===== src/rtl/ex_operand_stage.sv =====
// ID/EX operand stage: registers decoded fields, resolves MEM/WB forwarding,
// picks immediate/shamt sources for the ALU and raises load-use bubbles.
package ex_operand_pkg;
  typedef enum logic [3:0] {
    ALU_ADD = 4'd0,
    ALU_SUB = 4'd1,
    ALU_AND = 4'd2,
    ALU_OR  = 4'd3,
    ALU_XOR = 4'd4,
    ALU_NOR = 4'd5,
    ALU_SLT = 4'd6,
    ALU_SLL = 4'd7,
    ALU_SRL = 4'd8,
    ALU_SRA = 4'd9,
    ALU_LUI = 4'd10
  } t_alu_opcode;
endpackage

module ex_operand_stage
  import ex_operand_pkg::*;
#(
  parameter int DATA_W     = 32,
  parameter int REG_ADDR_W = 5
) (
  input  logic                  clk,
  input  logic                  rst,
  input  logic                  id_valid,
  input  logic [REG_ADDR_W-1:0] id_rs_addr,
  input  logic [REG_ADDR_W-1:0] id_rt_addr,
  input  logic [DATA_W-1:0]     id_rs_data,
  input  logic [DATA_W-1:0]     id_rt_data,
  input  logic [15:0]           id_imm,
  input  logic [4:0]            id_shamt,
  input  logic                  id_imm_zext,
  input  logic                  id_src_a_sel,
  input  logic                  id_src_b_sel,
  input  t_alu_opcode           id_alu_ctrl,
  input  logic                  id_alu_signed,
  input  logic                  id_reg_write,
  input  logic                  id_mem_read,
  input  logic                  id_mem_write,
  input  logic [REG_ADDR_W-1:0] id_wr_addr,
  input  logic                  mem_fwd_en,
  input  logic [REG_ADDR_W-1:0] mem_fwd_addr,
  input  logic [DATA_W-1:0]     mem_fwd_data,
  input  logic                  wb_fwd_en,
  input  logic [REG_ADDR_W-1:0] wb_fwd_addr,
  input  logic [DATA_W-1:0]     wb_fwd_data,
  input  logic                  stall,
  input  logic                  flush,
  output logic                  load_use_stall,
  output logic                  ex_valid,
  output logic [DATA_W-1:0]     alu_src_a,
  output logic [DATA_W-1:0]     alu_src_b,
  output t_alu_opcode           alu_ctrl,
  output logic                  alu_signed,
  output logic [DATA_W-1:0]     ex_store_data,
  output logic                  ex_reg_write,
  output logic                  ex_mem_read,
  output logic                  ex_mem_write,
  output logic [REG_ADDR_W-1:0] ex_wr_addr
);

  logic                  valid_q;
  logic [REG_ADDR_W-1:0] rs_addr_q, rt_addr_q, wr_addr_q;
  logic [DATA_W-1:0]     rs_data_q, rt_data_q;
  logic [15:0]           imm_q;
  logic [4:0]            shamt_q;
  logic                  imm_zext_q, src_a_sel_q, src_b_sel_q;
  t_alu_opcode           alu_ctrl_q;
  logic                  alu_signed_q;
  logic                  reg_write_q, mem_read_q, mem_write_q;

  logic [DATA_W-1:0]     fwd_rs, fwd_rt, ext_imm;

  // r0 is hard-wired, so it is never taken from a producer; MEM is younger than WB.
  function automatic logic [DATA_W-1:0] fwd_pick(
    input logic [REG_ADDR_W-1:0] addr,
    input logic [DATA_W-1:0]     reg_val,
    input logic                  m_en,
    input logic [REG_ADDR_W-1:0] m_addr,
    input logic [DATA_W-1:0]     m_data,
    input logic                  w_en,
    input logic [REG_ADDR_W-1:0] w_addr,
    input logic [DATA_W-1:0]     w_data
  );
    if (addr == '0)                  return reg_val;
    else if (m_en && m_addr == addr) return m_data;
    else if (w_en && w_addr == addr) return w_data;
    else                             return reg_val;
  endfunction

  always_comb begin
    fwd_rs = fwd_pick(rs_addr_q, rs_data_q, mem_fwd_en, mem_fwd_addr, mem_fwd_data,
                      wb_fwd_en, wb_fwd_addr, wb_fwd_data);
    fwd_rt = fwd_pick(rt_addr_q, rt_data_q, mem_fwd_en, mem_fwd_addr, mem_fwd_data,
                      wb_fwd_en, wb_fwd_addr, wb_fwd_data);
    ext_imm = imm_zext_q ? {{(DATA_W-16){1'b0}}, imm_q}
                         : {{(DATA_W-16){imm_q[15]}}, imm_q};
  end

  always_comb begin
    load_use_stall = valid_q && mem_read_q && (wr_addr_q != '0) && id_valid &&
                     ((wr_addr_q == id_rs_addr) || (wr_addr_q == id_rt_addr));
  end

  // During a stall the operand registers re-sample their forwarded view so a
  // producer that retires while we wait is not lost.
  always_ff @(posedge clk or posedge rst) begin
    if (rst) begin
      valid_q      <= 1'b0;
      rs_addr_q    <= '0;
      rt_addr_q    <= '0;
      wr_addr_q    <= '0;
      rs_data_q    <= '0;
      rt_data_q    <= '0;
      imm_q        <= '0;
      shamt_q      <= '0;
      imm_zext_q   <= 1'b0;
      src_a_sel_q  <= 1'b0;
      src_b_sel_q  <= 1'b0;
      alu_ctrl_q   <= ALU_ADD;
      alu_signed_q <= 1'b0;
      reg_write_q  <= 1'b0;
      mem_read_q   <= 1'b0;
      mem_write_q  <= 1'b0;
    end else if (flush || (!stall && load_use_stall)) begin
      valid_q     <= 1'b0;
      reg_write_q <= 1'b0;
      mem_read_q  <= 1'b0;
      mem_write_q <= 1'b0;
    end else if (stall) begin
      rs_data_q <= fwd_rs;
      rt_data_q <= fwd_rt;
    end else begin
      valid_q      <= id_valid;
      rs_addr_q    <= id_rs_addr;
      rt_addr_q    <= id_rt_addr;
      wr_addr_q    <= id_wr_addr;
      rs_data_q    <= id_rs_data;
      rt_data_q    <= id_rt_data;
      imm_q        <= id_imm;
      shamt_q      <= id_shamt;
      imm_zext_q   <= id_imm_zext;
      src_a_sel_q  <= id_src_a_sel;
      src_b_sel_q  <= id_src_b_sel;
      alu_ctrl_q   <= id_alu_ctrl;
      alu_signed_q <= id_alu_signed;
      reg_write_q  <= id_reg_write;
      mem_read_q   <= id_mem_read;
      mem_write_q  <= id_mem_write;
    end
  end

  always_comb begin
    ex_valid      = valid_q;
    alu_src_a     = src_a_sel_q ? {{(DATA_W-5){1'b0}}, shamt_q} : fwd_rs;
    alu_src_b     = src_b_sel_q ? ext_imm : fwd_rt;
    alu_ctrl      = alu_ctrl_q;
    alu_signed    = alu_signed_q;
    ex_store_data = fwd_rt;
    ex_reg_write  = valid_q & reg_write_q;
    ex_mem_read   = valid_q & mem_read_q;
    ex_mem_write  = valid_q & mem_write_q;
    ex_wr_addr    = wr_addr_q;
  end

endmodule


===== config.mk =====
export PLATFORM = sky130hd
export DESIGN_NAME = ex_operand_stage
export DESIGN_NICKNAME = d
export VERILOG_FILES = /design/src/rtl/ex_operand_stage.sv
export SDC_FILE = /design/constraint.sdc
export NUM_CORES = 1
export LEC_CHECK = 0
export BUFFER_PORTS_ARGS = -buffer_cell sky130_fd_sc_hd__buf_4
export CORE_AREA = 2 2 125 127
export CTS_CLUSTER_SIZE = 30
export DETAILED_ROUTE_END_ITERATION = 16
export DIE_AREA = 0 0 127 129
export PLACE_DENSITY = 0.93
export SYNTH_ARGS = -nofsm -noshare
export SYNTH_HDL_FRONTEND = slang
export SYNTH_SLANG_ARGS = --single-unit

===== constraint.sdc =====
create_clock -name clk -period 5.9 [get_ports clk]
set_clock_uncertainty 0.2 [all_clocks]
set_input_delay 1.77 -clock clk [delete_from_list [all_inputs] [get_ports clk]]
set_output_delay 1.77 -clock clk [all_outputs]
set_load 0.05 [all_outputs]

==> key figures, run 1 <==
Die
  – Die X: 127 µm
  – Height of the die: 129 µm
  – Core area: 14,980 µm²
  – Die area: 16,380 µm²
  – # rows: 45
  – Initial Util: 48.57%
  – Ports: 303

Yosys
  – Syn Std Cell Area: 7274 µm²
  – Synthesis-stage register bit count: 112
  – EDFF count, synth: 0
  – Share of the synthesized area in the top cell type: 38.53%
  – Post-Syn Area per Cell: 9.162 µm²
  – Yosys top cell by area: dfrtp_1
  – Number of synthesis warnings: 0
  – Register area share after synthesis: 38.53%
  – Asr flop ratio synth: 100.0%
  – Most used flip-flop cell after synthesis: dfrtp_1
  – Largest cells by area after synthesis: dfrtp_1 39%, mux2_2 7.0%, o22ai_1 5.9%
  – Yosys cell types: 51
  – Syn_nets: 986
  – Cells after synthesis: 794

Finish
  – Final std cells w/o fill: 1,255
  – Ant diodes: 0
  – Final net count: 1,255
  – Synth-to-Final Area Change: 39.03%
  – Share of layout cells above drive strength 1: 40.02%

STA
  – Period utilization: 97.53%
  – Crit path time final: 5.754 ns
  – RSZ-0062 raised after global routing: false
  – Final number of hold-violating endpoints: 0
  – Final TNS setup: 0 ns
  – Final setup fails: 0
  – Worst Tran Pin Value: 1.159 ns
  – Max-slew violations: 0
  – Hold_ws: 0.2975 ns
  – Rel. slew slack: 22.71%
  – Timing-limited maximum frequency: 173.8 MHz

Placed design
  – Placer Congestion: 0.9680
  – IO Port Bufs: 302
  – Cells after DPL: 1,240
  – DP HPWL: 22,480 µm

Power
  – Sw Pwr: 1.341 mW
  – Combinational share of power: 47.5%
  – VDD IR-drop max: 0.2389 mV
  – Int Pwr: 1.725 mW
  – Clock share of power: 21.0%
  – Switching share of power: 43.75%
  – Lkg Pwr: 4.461 nW
  – PwrDens: 303.2 nW/µm²
  – Seq pwr share: 31.4%

Routing
  – Drt first-iter violations: 1,138
  – Vias per cell: 6.514
  – Wire length per cell: 23.94 µm
  – 1st-pass router iterations: 6
  – Routed Antenna Nets: 0
  – DR DRC count: 0
  – Final wirelength: 30,050 µm
  – Vias: 8,175

Hold path
  – Hold crit path type: flop to flop

Clock tree
  – # resized after CTS: 0
  – Hold Buf Count CTS: 0
  – Clock Sink Count: 112
  – Worst skew pair latency: 0.36 ns
  – TritonCTS clock tree: built
  – CTS Root Cell: clkbuf_16
  – H-tree depth: 3
  – Max clock buf depth: 2
  – # Post-CTS Setup Buffers: 0
  – Reg clk slew, reported paths: 0.07 ns
  – Num CTS Buffers: 9

Setup path
  – Critical Path RT: 3.93 ns
  – Critical path data arrival time: 3.78 ns
  – Worst Setup End Kind: output port
  – Kind of critical path: input pin to output port
  – Critical-path maximum fanout: 20
  – CP Launch Type: input pin

Global routing
  – Number of global-route vias before repair: 7,794
  – Global-route wire length before repair: 44,770 µm
  – Largest net degree at the start of global routing: 73
  – Total gr overflow: 0
  – GR Util All Layers: 35.60%
  – Initial antenna violation count: 0

Run status
  – Status: complete, no violations

Flow run
  – Max-cap violation count: 0
## cell type report
cell class / count / area (µm²)
fillers: 1173 / 4863
multi-input cells: 562 / 4069
flip-flops and latches: 112 / 2803
repair buffers: 328 / 2512
clock buffers: 10 / 239.0
well taps: 188 / 235.2
inverters: 50 / 190.2
clock inverters: 5 / 65.06
## cell usage after synthesis (2+ instances only)
cell and n:
a211oi_1 14, a21oi_1 29, a21oi_2 2, a221o_1 19, a221oi_1 17, a22o_1 33
a22oi_1 25, a31oi_1 13, and2_1 6, buf_1 2, buf_2 21, buf_4 8
buf_6 3, clkbuf_1 36, dfrtp_1 112, inv_1 49, mux2_2 45, mux2i_1 4
nand2_1 46, nand3_1 2, nand4_1 2, nor2_1 48, nor2b_1 18, nor3_1 14
o211a_1 6, o211ai_2 2, o21ai_0 49, o21ai_1 2, o221ai_1 17, o22a_1 27
o22ai_1 69, o2bb2ai_1 3, or2_2 4, or4_1 2, xnor2_1 22, xor2_1 8
## power groups by stage
stage | sequential (mW) | clock (mW) | combinational, mW
6_report | 0.964 | 0.645 | 1.46
5_1_grt | 0.975 | 0.680 | 1.52
4_1_cts | 0.960 | 0.642 | 1.45
3_5_place_dp | 0.974 | 0 | 1.45
3_3_place_gp | 0.966 | 0 | 1.43
2_1_floorplan | 0.986 | 0 | 0.941
## worst max-delay path, cell delays in order
cell	delay (ns)
buf_4	0.12
xnor2_1	0.15
nand4_1	0.22
or2_1	0.39
buf_4	0.25
o22a_1	0.23
o22ai_1	0.29
o21ai_1	0.12
buf_4	0.24
## logic make-up after synthesis
group | count (synthesis) | synth area share, %
multiplexers | 49 | 7.516
AND/OR/NAND/NOR | 149 | 9.649
AO/OA/AOI/OAI | 334 | 33.42
buffers and inverters | 120 | 7.276
XOR/XNOR | 30 | 3.612
flip-flops | 112 | 38.53
## layer usage
layer | track usage [%] | vias to the layer above | routed length (µm)
met5 | 0 | - | 0
met2 | 54.30 | 620 | 13650
li1 | - | 3553 | -
met4 | 17.26 | 0 | 1422
met1 | 49.01 | 3891 | 11730
met3 | 6.819 | 111 | 3242
## path summary, 6_finish.rpt
check                                     startpoint  slack (ns)  cells after the start                        end
max                                  mem_fwd_addr[0]        0.15                      9              alu_src_b[17]
min                          reg_write_q$_DFFE_PP0P_        0.30                      1    reg_write_q$_DFFE_PP0P_
max reg2reg                ex_wr_addr[2]$_DFFE_PP0P_        2.61                      7  rt_data_q[30]$_DFFE_PP0N_
min reg2reg                  reg_write_q$_DFFE_PP0P_        0.30                      1    reg_write_q$_DFFE_PP0P_
max in group asynchronous                        rst        3.33                      3  rs_data_q[10]$_DFFE_PP0N_
min in group asynchronous                        rst        1.22                      2    alu_ctrl[2]$_DFFE_PP0P_
## through the flow
step / area [µm²] / worst slack, ns / utilization (%) / power (mW)
after global placement: 9809 / 0.2039 / 65.50 / 2.392
after detailed placement: 9809 / 0.2064 / 65.50 / 2.419
after global routing: 10110 / 0.03214 / 67.53 / 3.178
final: 10110 / 0.1457 / 67.53 / 3.066
after CTS: 10110 / 0.1908 / 67.53 / 3.052
after floorplan: 7382 / -0.1633 / - / 1.927
## sequential cells by signal, indices dropped and copies added, names as in the netlist, 4 cells and up
register and cells:
alu_ctrl 4, shamt_q 5, imm_q 16, rs_data_q 32, ex_wr_addr 5, rs_addr_q 5
rt_addr_q 5, rt_data_q 32
## cell usage in the layout (no fill, tap or decap), types with 17 or more instances in the layout
| cell type | netlist | final |
|---|---|---|
| dfrtp_1 | 112 | 112 |
| nor2_1 | 48 | 47 |
| a22o_1 | 33 | 33 |
| buf_4 | 8 | 324 |
| o21ai_1 | 2 | 28 |
| o221ai_1 | 17 | 17 |
| mux2_2 | 45 | 45 |
| o22ai_1 | 69 | 69 |
| o21ai_0 | 49 | 23 |
| a22oi_1 | 25 | 25 |
| a21oi_1 | 29 | 29 |
| xnor2_1 | 22 | 22 |
| o22a_1 | 27 | 27 |
| nand2_1 | 46 | 46 |
| inv_1 | 49 | 48 |
| a221o_1 | 19 | 19 |
No activity file was read; power rests on OpenSTA's default activity.
==> inputs of run 2 (changes only) <==
--- a/config.mk
+++ b/config.mk
@@ -10,6 +10,7 @@
 export CTS_CLUSTER_SIZE = 30
 export DETAILED_ROUTE_END_ITERATION = 16
 export DIE_AREA = 0 0 127 129
+export MAX_ROUTING_LAYER = met4
 export PLACE_DENSITY = 0.93
 export SYNTH_ARGS = -nofsm -noshare
 export SYNTH_HDL_FRONTEND = slang
==> key figures, run 2 (synthesis results as in run 1) <==
Run status
  – Status: complete, no violations

Power
  – Lkg Pwr: 4.445 nW
  – Switching share of power: 44.42%
  – Sw Pwr: 1.346 mW
  – VDD IR-drop max: 0.2356 mV
  – Seq pwr share: 32.0%
  – PwrDens: 300.2 nW/µm²
  – Int Pwr: 1.684 mW
  – Clock share of power: 20.1%
  – Combinational share of power: 47.9%

STA
  – RSZ-0062 raised after global routing: false
  – Worst Tran Pin Value: 1.161 ns
  – Final number of hold-violating endpoints: 0
  – Period utilization: 97.89%
  – Final TNS setup: 0 ns
  – Timing-limited maximum frequency: 173.1 MHz
  – Rel. slew slack: 22.59%
  – Max-slew violations: 0
  – Crit path time final: 5.775 ns
  – Final setup fails: 0

Setup path
  – CP Launch Type: input pin
  – Crit path from: mem_fwd_addr[0]
  – Cells on worst reg2reg path: 7
  – Critical Path, Cell by Cell: buf_4 -> xnor2_1 -> nand4_1 -> or2_1 -> buf_4 -> o22a_1 -> o22ai_1 -> o21ai_1 -> buf_4
  – Critical path data arrival time: 3.81 ns
  – Largest stage delay on the critical path: 0.38 ns
  – Kind of critical path: input pin to output port
  – Critical path capture point: alu_src_b[17]
  – Reg2reg setup slack: 2.55 ns
  – CP max-delay cell: or2_1
  – Critical-path maximum fanout: 20
  – R2R Path End: rt_data_q[30]$_DFFE_PP0N_
  – Worst Setup End Kind: output port
  – CP most frequent cell: buf_4
  – CP Buf/Inv Count: 3
  – Critical Path RT: 3.93 ns
  – Critical path's top delay family: compound AO/OA/AOI/OAI gates
  – RR Startpoint: ex_wr_addr[2]$_DFFE_PP0P_
  – Crit path depth: 9

Clock tree
  – # Post-CTS Setup Buffers: 0
  – Max clock buf depth: 2
  – Worst skew pair latency: 0.36 ns
  – CTS Root Cell: clkbuf_16
  – TritonCTS clock tree: built
  – H-tree depth: 3
  – Reg clk slew, reported paths: 0.08 ns
  – Num CTS Buffers: 9
  – Clock Sink Count: 112

Global routing
  – Global-route wire length before repair: 45,130 µm
  – Initial antenna violation count: 0
  – Number of global-route vias before repair: 7,763
  – Total gr overflow: 0
  – GR Util All Layers: 36.93%
  – Largest net degree at the start of global routing: 46

Finish
  – Top flop regs: rs_data_q x32, rt_data_q x32, imm_q x16
  – Synth-to-Final Area Change: 38.75%
  – Commonest cells after routing, fill and taps aside: 326 x buf_4, 112 x dfrtp_1, 68 x o22ai_1, 48 x inv_1, 47 x nor2_1
  – Final net count: 1,256
  – Share of layout cells above drive strength 1: 40.13%
  – Final core occ: 67.39%
  – Ant diodes: 0
  – Leading cell type in the layout, fill and taps excluded: buf_4

Die
  – Die X: 127 µm
  – # rows: 45
  – Height of the die: 129 µm
  – Initial Util: 48.57%
  – Ports: 303
  – Die area: 16,380 µm²
  – Core area: 14,980 µm²

Flow run
  – Max-cap violation count: 0

Routing
  – Vias per cell: 6.443
  – Routed Antenna Nets: 0
  – 1st-pass router iterations: 5
  – Wl on met1: 12,030 µm
  – Top layer in use: met4
  – Wire length per cell: 24.08 µm
  – DR WL met2: 14,040 µm
  – DR DRC count: 0
  – Met3 Wirelength: 3033 µm
  – Drt first-iter violations: 1,156
  – Final wirelength: 30,270 µm
  – Vias: 8,099

Hold path
  – Hold crit path type: flop to flop

Placed design
  – IO Port Bufs: 302
  – DP HPWL: 22,720 µm
  – Placer Congestion: 0.9822
==> run 2: changes by cell type in the layout (fill, tap and decap cells not counted) <==
cell        previous run  this run
o22ai_1               69        68
bufinv_16              1         0
inv_6                  1         0
buf_12                 4         3
inv_8                  0         1
o22ai_2                0         1
buf_4                324       326
clkinvlp_4             0         2
clkinv_2               0         1
clkbuf_1               0         1
clkinv_4               3         1
==> run 2: routing by layer <==
layer	vias up	GRT usage, %
li1	3548	-
met1	3892	49.64
met5	-	-
met2	573	56.48
met4	0	14.48
met3	86	5.738
==> run 2: worst min-delay path by stage <==
stage | slack, ns | start | end | cells past startpoint
finish | 0.31 | mem_read_q$_DFFE_PP0P_ | mem_read_q$_DFFE_PP0P_ | 1
CTS | 0.30 | mem_read_q$_DFFE_PP0P_ | mem_read_q$_DFFE_PP0P_ | 1
global placement | 0.28 | reg_write_q$_DFFE_PP0P_ | reg_write_q$_DFFE_PP0P_ | 1
floorplan | 0.26 | mem_read_q$_DFFE_PP0P_ | mem_read_q$_DFFE_PP0P_ | 1
global route | 0.33 | mem_write_q$_DFFE_PP0P_ | mem_write_q$_DFFE_PP0P_ | 1
detailed placement | 0.28 | mem_read_q$_DFFE_PP0P_ | mem_read_q$_DFFE_PP0P_ | 1
==> run 2: cell type report <==
class	instances	area (µm²)
clock buffer	11	242.7
clock inverter	5	40.04
fill	1269	4883
inverter	50	190.2
multi-input combinational	562	4075
sequential	112	2803
tap	188	235.2
timing repair buffer	329	2507
==> run 2: metrics by stage <==
step | std cells | hold WS [ns] | total power, mW | setup WS (ns) | area, µm²
after global placement | 1241 | 0.2773 | 2.392 | 0.2069 | 9804
after CTS | 1257 | 0.3034 | 3.017 | 0.1559 | 10090
after global routing | 1257 | 0.3259 | 3.133 | 0.01073 | 10090
final | 1257 | 0.3057 | 3.030 | 0.1246 | 10090
after floorplan | 794 | 0.2577 | 1.927 | -0.1633 | 7382
after detailed placement | 1241 | 0.2797 | 2.419 | 0.1690 | 9804
==> run 2: what timing repair did <==
item,in CTS,in global routing
hold buffers,0,0
resized for setup,0,1
setup endpoints to repair,0,1
hold endpoints to repair,0,0
==> run 2: power by group through the flow <==
stage / clock network (mW) / registers, mW / logic (mW)
after floorplan: 0 / 0.986 / 0.941
after global placement: 0 / 0.973 / 1.42
after detailed placement: 0 / 0.979 / 1.44
after CTS: 0.608 / 0.965 / 1.44
after global routing: 0.635 / 0.980 / 1.52
final: 0.608 / 0.969 / 1.45
==> inputs of run 3 (changes only) <==
--- a/config.mk
+++ b/config.mk
@@ -6,12 +6,12 @@
 export NUM_CORES = 1
 export LEC_CHECK = 0
 export BUFFER_PORTS_ARGS = -buffer_cell sky130_fd_sc_hd__buf_4
-export CORE_AREA = 2 2 125 127
+export CORE_AREA = 2 2 121 123
 export CTS_CLUSTER_SIZE = 30
 export DETAILED_ROUTE_END_ITERATION = 16
-export DIE_AREA = 0 0 127 129
+export DIE_AREA = 0 0 123 125
 export MAX_ROUTING_LAYER = met4
-export PLACE_DENSITY = 0.93
+export PLACE_DENSITY = 0.95
 export SYNTH_ARGS = -nofsm -noshare
 export SYNTH_HDL_FRONTEND = slang
 export SYNTH_SLANG_ARGS = --single-unit
==> constraint.sdc (replaced) <==
create_clock -name clk -period 6.65 [get_ports clk]
set_clock_uncertainty 0.2 [all_clocks]
set_input_delay 1.995 -clock clk [delete_from_list [all_inputs] [get_ports clk]]
set_output_delay 1.995 -clock clk [all_outputs]
set_load 0.05 [all_outputs]
==> key figures, run 3 (synthesis results as in run 1) <==
Finish
  – Synth-to-Final Area Change: 36.65%
  – FF/Latch Area: 2803 µm²
  – Final net count: 1,249
  – Share of layout cells above drive strength 1: 37.85%
  – Ant diodes: 0
  – Top flop regs: rs_data_q x32, rt_data_q x32, imm_q x16
  – Final instance area: 9941 µm²
  – Commonest cells after routing, fill and taps aside: 320 x buf_4, 112 x dfrtp_1, 69 x o22ai_1, 49 x o21ai_0, 48 x inv_1
  – Leading cell type in the layout, fill and taps excluded: buf_4
  – Multi-input gate area: 3961 µm²
  – Fillcell total: 1,102

Setup path
  – CP most frequent cell: buf_4
  – Critical Path RT: 4.45 ns
  – CP Launch Type: input pin
  – Critical path data arrival time: 4.04 ns
  – Critical-path maximum fanout: 21
  – Cells on worst reg2reg path: 6
  – Reg2reg setup slack: 3.41 ns
  – RR Startpoint: ex_wr_addr[1]$_DFFE_PP0P_
  – Largest stage delay on the critical path: 0.43 ns
  – R2R Path End: rt_data_q[2]$_DFFE_PP0N_
  – CP max-delay cell: or2_1
  – Worst Setup End Kind: output port
  – Kind of critical path: input pin to output port
  – Critical Path, Cell by Cell: buf_4 -> xnor2_1 -> nand4_1 -> or2_1 -> buf_12 -> o22a_1 -> o22ai_1 -> o21ai_0 -> buf_4

Clock tree
  – # resized after CTS: 0
  – Worst skew pair latency: 0.35 ns
  – Hold Buf Count CTS: 0
  – TritonCTS clock tree: built
  – Num CTS Buffers: 9
  – Clock Sink Count: 112
  – Reg clk slew, reported paths: 0.08 ns
  – # Post-CTS Setup Buffers: 0
  – Max clock buf depth: 2
  – CTS Root Cell: clkbuf_16
  – H-tree depth: 3

Die
  – Die X: 123 µm
  – Die area: 15,380 µm²
  – Ports: 303
  – Initial Util: 51.22%
  – # rows: 44
  – Height of the die: 125 µm
  – Core area: 14,200 µm²

Power
  – VDD IR-drop max: 0.2224 mV
  – PwrDens: 270.8 nW/µm²
  – Lkg Pwr: 4.406 nW

STA
  – Timing-limited maximum frequency: 160.4 MHz
  – Rel. slew slack: 18.14%
  – Setup WS post-layout: 0.4157 ns
  – RSZ-0062 raised after global routing: false
  – Final number of hold-violating endpoints: 0
  – Crit path time final: 6.234 ns
  – Hold_ws: 0.3060 ns
  – Period utilization: 93.75%
  – Final TNS setup: 0 ns
  – Final setup fails: 0
  – Max-slew violations: 0
  – Worst Tran Pin Value: 1.223 ns

Routing
  – Vias per cell: 6.465
  – Routed Antenna Nets: 0
  – Drt first-iter violations: 1,013
  – Final wirelength: 28,300 µm
  – 1st-pass router iterations: 6
  – DR DRC count: 0
  – Wire length per cell: 22.71 µm
  – Vias: 8,056

Run status
  – Status: complete, no violations

Placed design
  – DP HPWL: 21,160 µm
  – DP Worst Slack: 0.4300 ns
  – Placed Area: 9627 µm²
  – IO Port Bufs: 302
  – Placer Congestion: 0.9856

Global routing
  – Total gr overflow: 0
  – GR Util All Layers: 37.19%
  – Global-route wire length before repair: 42,670 µm
  – Initial antenna violation count: 0
  – Number of global-route vias before repair: 7,778
  – Largest net degree at the start of global routing: 62

Hold path
  – Hold EP: mem_write_q$_DFFE_PP0P_
  – Min-delay src: mem_write_q$_DFFE_PP0P_
  – Hold Path Stages: 1
  – Hold crit path type: flop to flop

Flow run
  – Max-cap violation count: 0
## run 3: layout make-up
class / instances / share of cell area (%)
multi-input cells: 562 / 39.85
flip-flops and latches: 112 / 28.19
repair buffers: 322 / 24.57
clock buffers: 10 / 2.404
well taps: 184 / 2.316
inverters: 50 / 1.913
clock inverters: 6 / 0.7552
## run 3: per-stage QoR
stage                     utilization [%]  cells  power, mW
final                               69.99   1246      2.692
after global routing                69.99   1246      2.794
after CTS                           69.99   1246      2.686
after detailed placement            67.78   1230      2.112
after global placement              67.78   1230      2.088
after floorplan                         -    794      1.687
## run 3: power breakdown
part	total, mW	internal (mW)	switching, mW
registers	0.855	0.781	0.0736
clock network	0.577	0.309	0.268
logic	1.26	0.431	0.830
total	2.69	1.52	1.17
## run 3: worst max path at each step
| stage | from | endpoint | depth (start not counted) |
|---|---|---|---|
| floorplan | wb_fwd_addr[3] | alu_src_a[21] | 7 |
| global placement | mem_fwd_addr[4] | alu_src_b[17] | 9 |
| detailed placement | mem_fwd_addr[4] | alu_src_b[17] | 9 |
| CTS | mem_fwd_addr[4] | alu_src_b[17] | 9 |
| global route | mem_fwd_addr[4] | alu_src_b[21] | 9 |
| finish | mem_fwd_addr[4] | alu_src_b[17] | 9 |
## run 3: routing by layer
metal  vias up  share of wire [%]  GRT usage [%]
met4         0                3.7          13.37
met3        91                 13          10.68
met5         -                  0              -
met2       592                 45          55.64
li1       3539                  -              -
met1      3834                 38          48.14
## run 3: worst max-delay path, delay by kind of cell
family                    cells  cell delay [ns]
AOI/OAI and AO/OA             3             0.68
xor gates and xnor gates      1             0.14
buffers and inverters         3             0.57
and+or+nand+nor               2             0.64
